$ cat config.mk
export PLATFORM = sky130hd
export DESIGN_NAME = pt2272_decoder
export DESIGN_NICKNAME = d
export VERILOG_FILES = /design/src/rtl/pt2272_decoder.sv
export SDC_FILE = /design/constraint.sdc
export NUM_CORES = 1
export LEC_CHECK = 0
export CAP_MARGIN = 20
export CORE_ASPECT_RATIO = 2
export CORE_MARGIN = 1.5
export CORE_UTILIZATION = 60
export CTS_CLUSTER_DIAMETER = 80
export DETAILED_ROUTE_END_ITERATION = 10
export GPL_ROUTABILITY_DRIVEN = 0
export HOLD_SLACK_MARGIN = 0.15
export PLACE_DENSITY = 0.8
export SKIP_CTS_REPAIR_TIMING = 1
export SLEW_MARGIN = 0
export SYNTH_ARGS = -nofsm -noshare
export SYNTH_HDL_FRONTEND = slang
export SYNTH_SLANG_ARGS = --single-unit
$ cat constraint.sdc
create_clock -name INPUT_CLK -period 4.9 [get_ports INPUT_CLK]
set_input_delay 0.98 -clock INPUT_CLK [delete_from_list [all_inputs] [get_ports INPUT_CLK]]
set_output_delay 0.98 -clock INPUT_CLK [all_outputs]
set_load 0.01 [all_outputs]
$ cat src/rtl/pt2272_decoder.sv
// PT2272 receive decoder: classifies PWM pulse widths on the synchronized
// input, rebuilds tri-state words and latches data after two equal words.
module pt2272_decoder #(
  parameter int ALPHA_CYCLES = 16,
  parameter int ADDR_BITS    = 8,
  parameter int DATA_BITS    = 4
) (
  input  logic                   INPUT_CLK,
  input  logic                   RST,
  input  logic                   DIN,
  input  logic [2*ADDR_BITS-1:0] ADDR_SET,
  output logic [DATA_BITS-1:0]   DATA_OUT,
  output logic                   VT,
  output logic                   CODE_ERR
);

  localparam int NB = ADDR_BITS + DATA_BITS;
  localparam int CW = $clog2(64*ALPHA_CYCLES + 1);
  localparam int HW = $clog2(1024*ALPHA_CYCLES);
  localparam int BW = $clog2(NB + 1);

  localparam logic [CW-1:0] C_SMIN = CW'(2*ALPHA_CYCLES);
  localparam logic [CW-1:0] C_LMIN = CW'(8*ALPHA_CYCLES);
  localparam logic [CW-1:0] C_LMAX = CW'(16*ALPHA_CYCLES);
  localparam logic [CW-1:0] C_HERR = CW'(16*ALPHA_CYCLES + 1);
  localparam logic [CW-1:0] C_SYNC = CW'(64*ALPHA_CYCLES);
  localparam logic [HW-1:0] C_HOLD = HW'(1024*ALPHA_CYCLES - 1);
  localparam logic [BW-1:0] C_NB   = BW'(NB);

  typedef enum logic [1:0] {
    WAIT_SYNC, MEAS_HIGH, MEAS_LOW, EVAL
  } state_t;

  state_t              r_state;
  state_t              w_nstate;
  logic                r_sync1;
  logic                r_din_s;
  logic [CW-1:0]       r_wcnt;
  logic                r_hi_s;
  logic                r_hi_l;
  logic [BW-1:0]       r_bcnt;
  logic                r_half;
  logic                r_sym0;
  logic [2*NB-1:0]     r_word;
  logic                r_first_ok;
  logic [DATA_BITS-1:0] r_store;
  logic [DATA_BITS-1:0] r_data;
  logic                r_vt;
  logic [HW-1:0]       r_hold;

  logic                w_edge;
  logic                w_short;
  logic                w_long;
  logic                w_sync;
  logic                w_sym_s;
  logic                w_sym_l;
  logic                w_err;
  logic                w_start;
  logic                w_sym_first;
  logic                w_bit_done;
  logic                w_eval;
  logic                w_addr_ok;
  logic                w_data_ok;
  logic                w_good;
  logic [DATA_BITS-1:0] w_new;

  // w_edge flags the last cycle of the current din_s level
  assign w_edge  = r_sync1 ^ r_din_s;
  assign w_short = (r_wcnt >= C_SMIN) && (r_wcnt < C_LMIN);
  assign w_long  = (r_wcnt >= C_LMIN) && (r_wcnt <= C_LMAX);
  assign w_sync  = ~r_din_s & r_hi_s & (r_wcnt == C_SYNC);
  assign w_sym_s = r_hi_s & w_long;
  assign w_sym_l = r_hi_l & w_short;

  always_comb begin
    w_addr_ok = 1'b1;
    w_data_ok = 1'b1;
    w_new     = '0;
    for (int i = 0; i < ADDR_BITS; i++) begin
      if (r_word[2*i +: 2] != ADDR_SET[2*i +: 2]) w_addr_ok = 1'b0;
    end
    for (int j = 0; j < DATA_BITS; j++) begin
      w_new[j] = r_word[2*(ADDR_BITS+j)];
      if (r_word[2*(ADDR_BITS+j)+1] != r_word[2*(ADDR_BITS+j)])
        w_data_ok = 1'b0;
    end
  end

  assign w_good = (r_bcnt == C_NB) & ~r_half & w_addr_ok & w_data_ok;

  always_comb begin
    w_nstate    = r_state;
    w_err       = 1'b0;
    w_start     = 1'b0;
    w_sym_first = 1'b0;
    w_bit_done  = 1'b0;
    w_eval      = 1'b0;
    unique case (r_state)
      WAIT_SYNC: begin
        if (w_sync) begin
          w_nstate = MEAS_HIGH;
          w_start  = 1'b1;
        end
      end
      MEAS_HIGH: begin
        if (r_din_s) begin
          if (w_edge) begin
            if (w_short | w_long) w_nstate = MEAS_LOW;
            else                  w_err    = 1'b1;
          end else if (r_wcnt == C_HERR) begin
            w_err = 1'b1;
          end
        end
      end
      MEAS_LOW: begin
        if (w_sync) begin
          w_eval   = 1'b1;
          w_nstate = EVAL;
        end else if (!r_din_s) begin
          if (w_edge) begin
            if (w_sym_s | w_sym_l) begin
              w_nstate = MEAS_HIGH;
              if (!r_half)               w_sym_first = 1'b1;
              else if (r_sym0 & w_sym_s) w_err       = 1'b1;
              else if (r_bcnt == C_NB)   w_err       = 1'b1;
              else                       w_bit_done  = 1'b1;
            end else begin
              w_err = 1'b1;
            end
          end else if (!r_hi_s && r_wcnt == C_HERR) begin
            w_err = 1'b1;
          end
        end
      end
      EVAL: begin
        w_nstate = MEAS_HIGH;
        w_start  = 1'b1;
      end
    endcase
    if (w_err) w_nstate = WAIT_SYNC;
  end

  always_ff @(posedge INPUT_CLK or negedge RST) begin
    if (!RST) begin
      r_sync1 <= 1'b0;
      r_din_s <= 1'b0;
      r_wcnt  <= '0;
      r_hi_s  <= 1'b0;
      r_hi_l  <= 1'b0;
      r_state <= WAIT_SYNC;
      r_bcnt  <= '0;
      r_half  <= 1'b0;
      r_sym0  <= 1'b0;
      r_word  <= '0;
    end else begin
      r_sync1 <= DIN;
      r_din_s <= r_sync1;
      if (w_edge)                r_wcnt <= CW'(1);
      else if (r_wcnt != C_SYNC) r_wcnt <= r_wcnt + 1'b1;
      // a consumed sync clears the short-high mark so a long idle low
      // cannot declare a second sync
      if (r_din_s & w_edge) begin
        r_hi_s <= w_short;
        r_hi_l <= w_long;
      end else if (w_sync) begin
        r_hi_s <= 1'b0;
      end
      r_state <= w_nstate;
      if (w_start) begin
        r_bcnt <= '0;
        r_half <= 1'b0;
      end
      if (w_sym_first) begin
        r_half <= 1'b1;
        r_sym0 <= w_sym_l;
      end
      if (w_bit_done) begin
        r_half <= 1'b0;
        r_bcnt <= r_bcnt + 1'b1;
        r_word <= {r_sym0, w_sym_l, r_word[2*NB-1:2]};
      end
    end
  end

  always_ff @(posedge INPUT_CLK or negedge RST) begin
    if (!RST) begin
      r_first_ok <= 1'b0;
      r_store    <= '0;
      r_data     <= '0;
      r_vt       <= 1'b0;
      r_hold     <= '0;
    end else begin
      if (r_vt) begin
        if (r_hold == C_HOLD) begin
          r_vt   <= 1'b0;
          r_hold <= '0;
        end else begin
          r_hold <= r_hold + 1'b1;
        end
      end
      if (w_err) r_first_ok <= 1'b0;
      if (w_eval) begin
        if (w_good) begin
          r_store    <= w_new;
          r_first_ok <= 1'b1;
          if (r_first_ok && r_store == w_new) begin
            r_data <= w_new;
            r_vt   <= 1'b1;
            r_hold <= '0;
          end
        end else begin
          r_first_ok <= 1'b0;
        end
      end
    end
  end

  assign DATA_OUT = r_data;
  assign VT       = r_vt;
  assign CODE_ERR = w_err | (w_eval & ~w_good);

endmodule

==> out/qor.yml <==
synth:
  synthCells: 342
  synth-edff-count: 0
  synth_fp_nets: 372
  synth_seq_cells: 71
  yosysSeqAreaShare: 0.472
  synth-main-ff-cell: "dfrtp_1"
  yosys_warnings: 0
  syn_area_sq_um: 3760
  yosys.cell_types.count: 55
  synth-async-reset-ratio: 1.00
  avgSynthCellArea_sq_um: 11.0
placed_design:
  numPortBuffers: 24
  preCtsSetupSlack_ns: 0.764
  hpwl_um: 5290
  dpl_cell_area_sq_um: 4020
sta:
  fin_ws_ns: 0.722
  max_slew_margin: 0.361
  setup_viol: 0
  worst_slew_pin_slew_ns: 0.953
  tns_ns: 0
  min_period_over_period: 0.853
  max_freq_mhz: 239
  rsz0062_at_grt: "no"
  fin_crit_ns: 4.18
  skew_ns: 0.00613
  drv_slew: 0
  final-hold-violation-count: 0
critical_path:
  ff2ff_setup_slack_ns: 1.67
  r2r_cells: 6
  crit_path_start_kind: "primary input"
  reg2reg_to: "r_word[7]"
  crit_required_ns: 3.92
  path_class: "in -> out"
  endpoint: "CODE_ERR"
  cp-startpoint: "ADDR_SET[4]"
  critPathMaxFanout: 2
  worst_ep_arrival_time_ns: 3.20
  cp-end-kind: "output pin"
  timing.rr.start: "r_wcnt[2]"
clock_tree:
  cts_root_buf: "clkbuf_16"
  cts_tree: "built"
  cts_buffers: 9
  clk_latency_ns: 0.33
  clockBufferDepth: 2
  clk_pin_slew_worst_paths_ns: 0.05
  h-tree-depth: 3
  cts.sinks: 71
outcome:
  status: "completed"
grt:
  grt_pass1_vias: 2756
  antenna_found_initial: 0
  grt_usage: 0.248
  grt_max_degree: 39
  grt_pass1_wl_um: 12400
  gr-total-overflow: 0
layout:
  fin_area_sq_um: 4270
  nets: 399
  drive_gt1_frac: 0.159
  mostFrequentLayoutCells: "dfrtp_1 (71), nor2_1 (33), mux2_2 (29)"
  final_common_cell: "dfrtp_1"
  area_growth_pct: 13.6
  n_antenna_cell: 0
floorplan:
  io_pins: 25
  die-area_sq_um: 6780
  initial_core_util: 0.626
  die_height_um: 115
  die_width_um: 59.0
  core_area_sq_um: 6010
  rows: 40
route:
  postRouteAntennaNets: 0
  drc: 0
  firstDrtPassIters: 4
  drt_iter0_markers: 95
  via_per_inst: 5.98
  wirelength_um: 7220
  routedWlPerCell_um: 16.6
  num_vias: 2595
worst_hold_path:
  hp-class: "reg -> reg"
  min_delay_path_depth: 0
run:
  max_cap_viol_count: 0
pwr:
  cellPowerDensity_nw_per_um2: 290
  p_leak_uw: 0.00194
  ir_drop_mv: 0.251
sequential cells by signal, indices dropped and copies added (netlist names):
| signal | count |
|---|---|
| r_half | 1 |
| r_sym0 | 1 |
| r_store | 4 |
| r_word | 24 |
| r_first_ok | 1 |
| r_hold | 14 |
| r_sync1 | 1 |
| VT | 1 |
| r_state | 2 |
| r_bcnt | 4 |
| r_hi_s | 1 |
| DATA_OUT | 4 |
| r_din_s | 1 |
| r_hi_l | 1 |
| r_wcnt | 11 |
metrics by stage:
| stage | power [uW] | hold WS, ns | utilization | std cells |
|---|---|---|---|---|
| final | 1240 | 0.375 | 0.712 | 434 |
| after global routing | 1290 | 0.385 | 0.712 | 434 |
| after CTS | 1250 | 0.381 | 0.712 | 434 |
| after detailed placement | 684 | 0.369 | 0.670 | 421 |
| after global placement | 680 | 0.363 | 0.670 | 421 |
| after floorplan | 646 | 0.354 | - | 342 |
final cells by class:
type / instances / area, sq um
clock buffers: 11 / 243
clock inverters: 2 / 10.0
fillers: 449 / 1730
inverters: 11 / 41.3
multi-input cells: 250 / 1870
flip-flops and latches: 71 / 1780
well taps: 63 / 78.8
repair buffers: 26 / 250
worst max-delay path: stages:
cell,delay (ns)
clkdlybuf4s50_1,0.41
xnor2_1,0.21
nand4_1,0.15
or4_1,0.68
o21ai_0,0.20
nand2b_1,0.08
clkdlybuf4s50_1,0.48
kinds of logic (layout without fill, tap and decap cells):
group                    after synthesis  count (layout)  share of synthesized area
XOR/XNOR                              43              43                      0.100
buffers and inverters                 21              50                     0.0296
multiplexers                          34              34                      0.105
AND/OR/NAND/NOR                      117             117                      0.176
AO/OA/AOI/OAI                         45              45                     0.0801
adder cells (fa/ha/maj)               11              11                     0.0366
flip-flops                            71              71                      0.472
per-layer routing:
| layer | track usage | routed length, um |
|---|---|---|
| met3 | 0.0664 | 169 |
| met2 | 0.453 | 4180 |
| met1 | 0.240 | 2630 |
| met4 | 0.135 | 235 |
| met5 | 0 | 0 |
cells in the mapped netlist, drive strengths merged, types with 2 or more instances:
| master | instances | area [sq um] |
|---|---|---|
| xor2 | 24 | 210 |
| nand2b | 6 | 37.5 |
| nor3b | 2 | 20.0 |
| a211oi | 4 | 30.0 |
| o21bai | 2 | 15.0 |
| o21ai | 13 | 65.1 |
| a21oi | 6 | 30.0 |
| inv | 11 | 41.3 |
| buf | 7 | 58.8 |
| xnor2 | 19 | 166 |
| nor3 | 5 | 25.0 |
| o31ai | 3 | 22.5 |
| and3 | 5 | 31.3 |
| o211ai | 2 | 15.0 |
| ha | 11 | 138 |
| or2 | 3 | 21.3 |
| nand3 | 14 | 70.1 |
| dfrtp | 71 | 1780 |
| and4 | 4 | 37.5 |
| nand2 | 17 | 63.8 |
| or3 | 3 | 18.8 |
| mux2 | 33 | 387 |
| nor4 | 5 | 61.3 |
| clkbuf | 3 | 11.3 |
| nor2b | 2 | 12.5 |
| a21boi | 3 | 22.5 |
| a31o | 2 | 17.5 |
| nand4 | 12 | 90.1 |
| nor2 | 33 | 124 |
| a41oi | 2 | 17.5 |
how the worst min path moves through the flow:
stage / to / startpoint
after floorplan: r_din_s / r_sync1
after global placement: r_din_s / r_sync1
after detailed placement: r_din_s / r_sync1
after CTS: r_din_s / r_sync1
after global routing: r_din_s / r_sync1
final: r_din_s / r_sync1
power breakdown:
part	leakage [uW]	switching, uW	internal, uW	total, uW
clock	0.000127	220	345	565
combinational	0.000840	37.4	33.1	70.5
sequential	0.000978	8.69	593	602
Power figures use the tool's default switching activity.
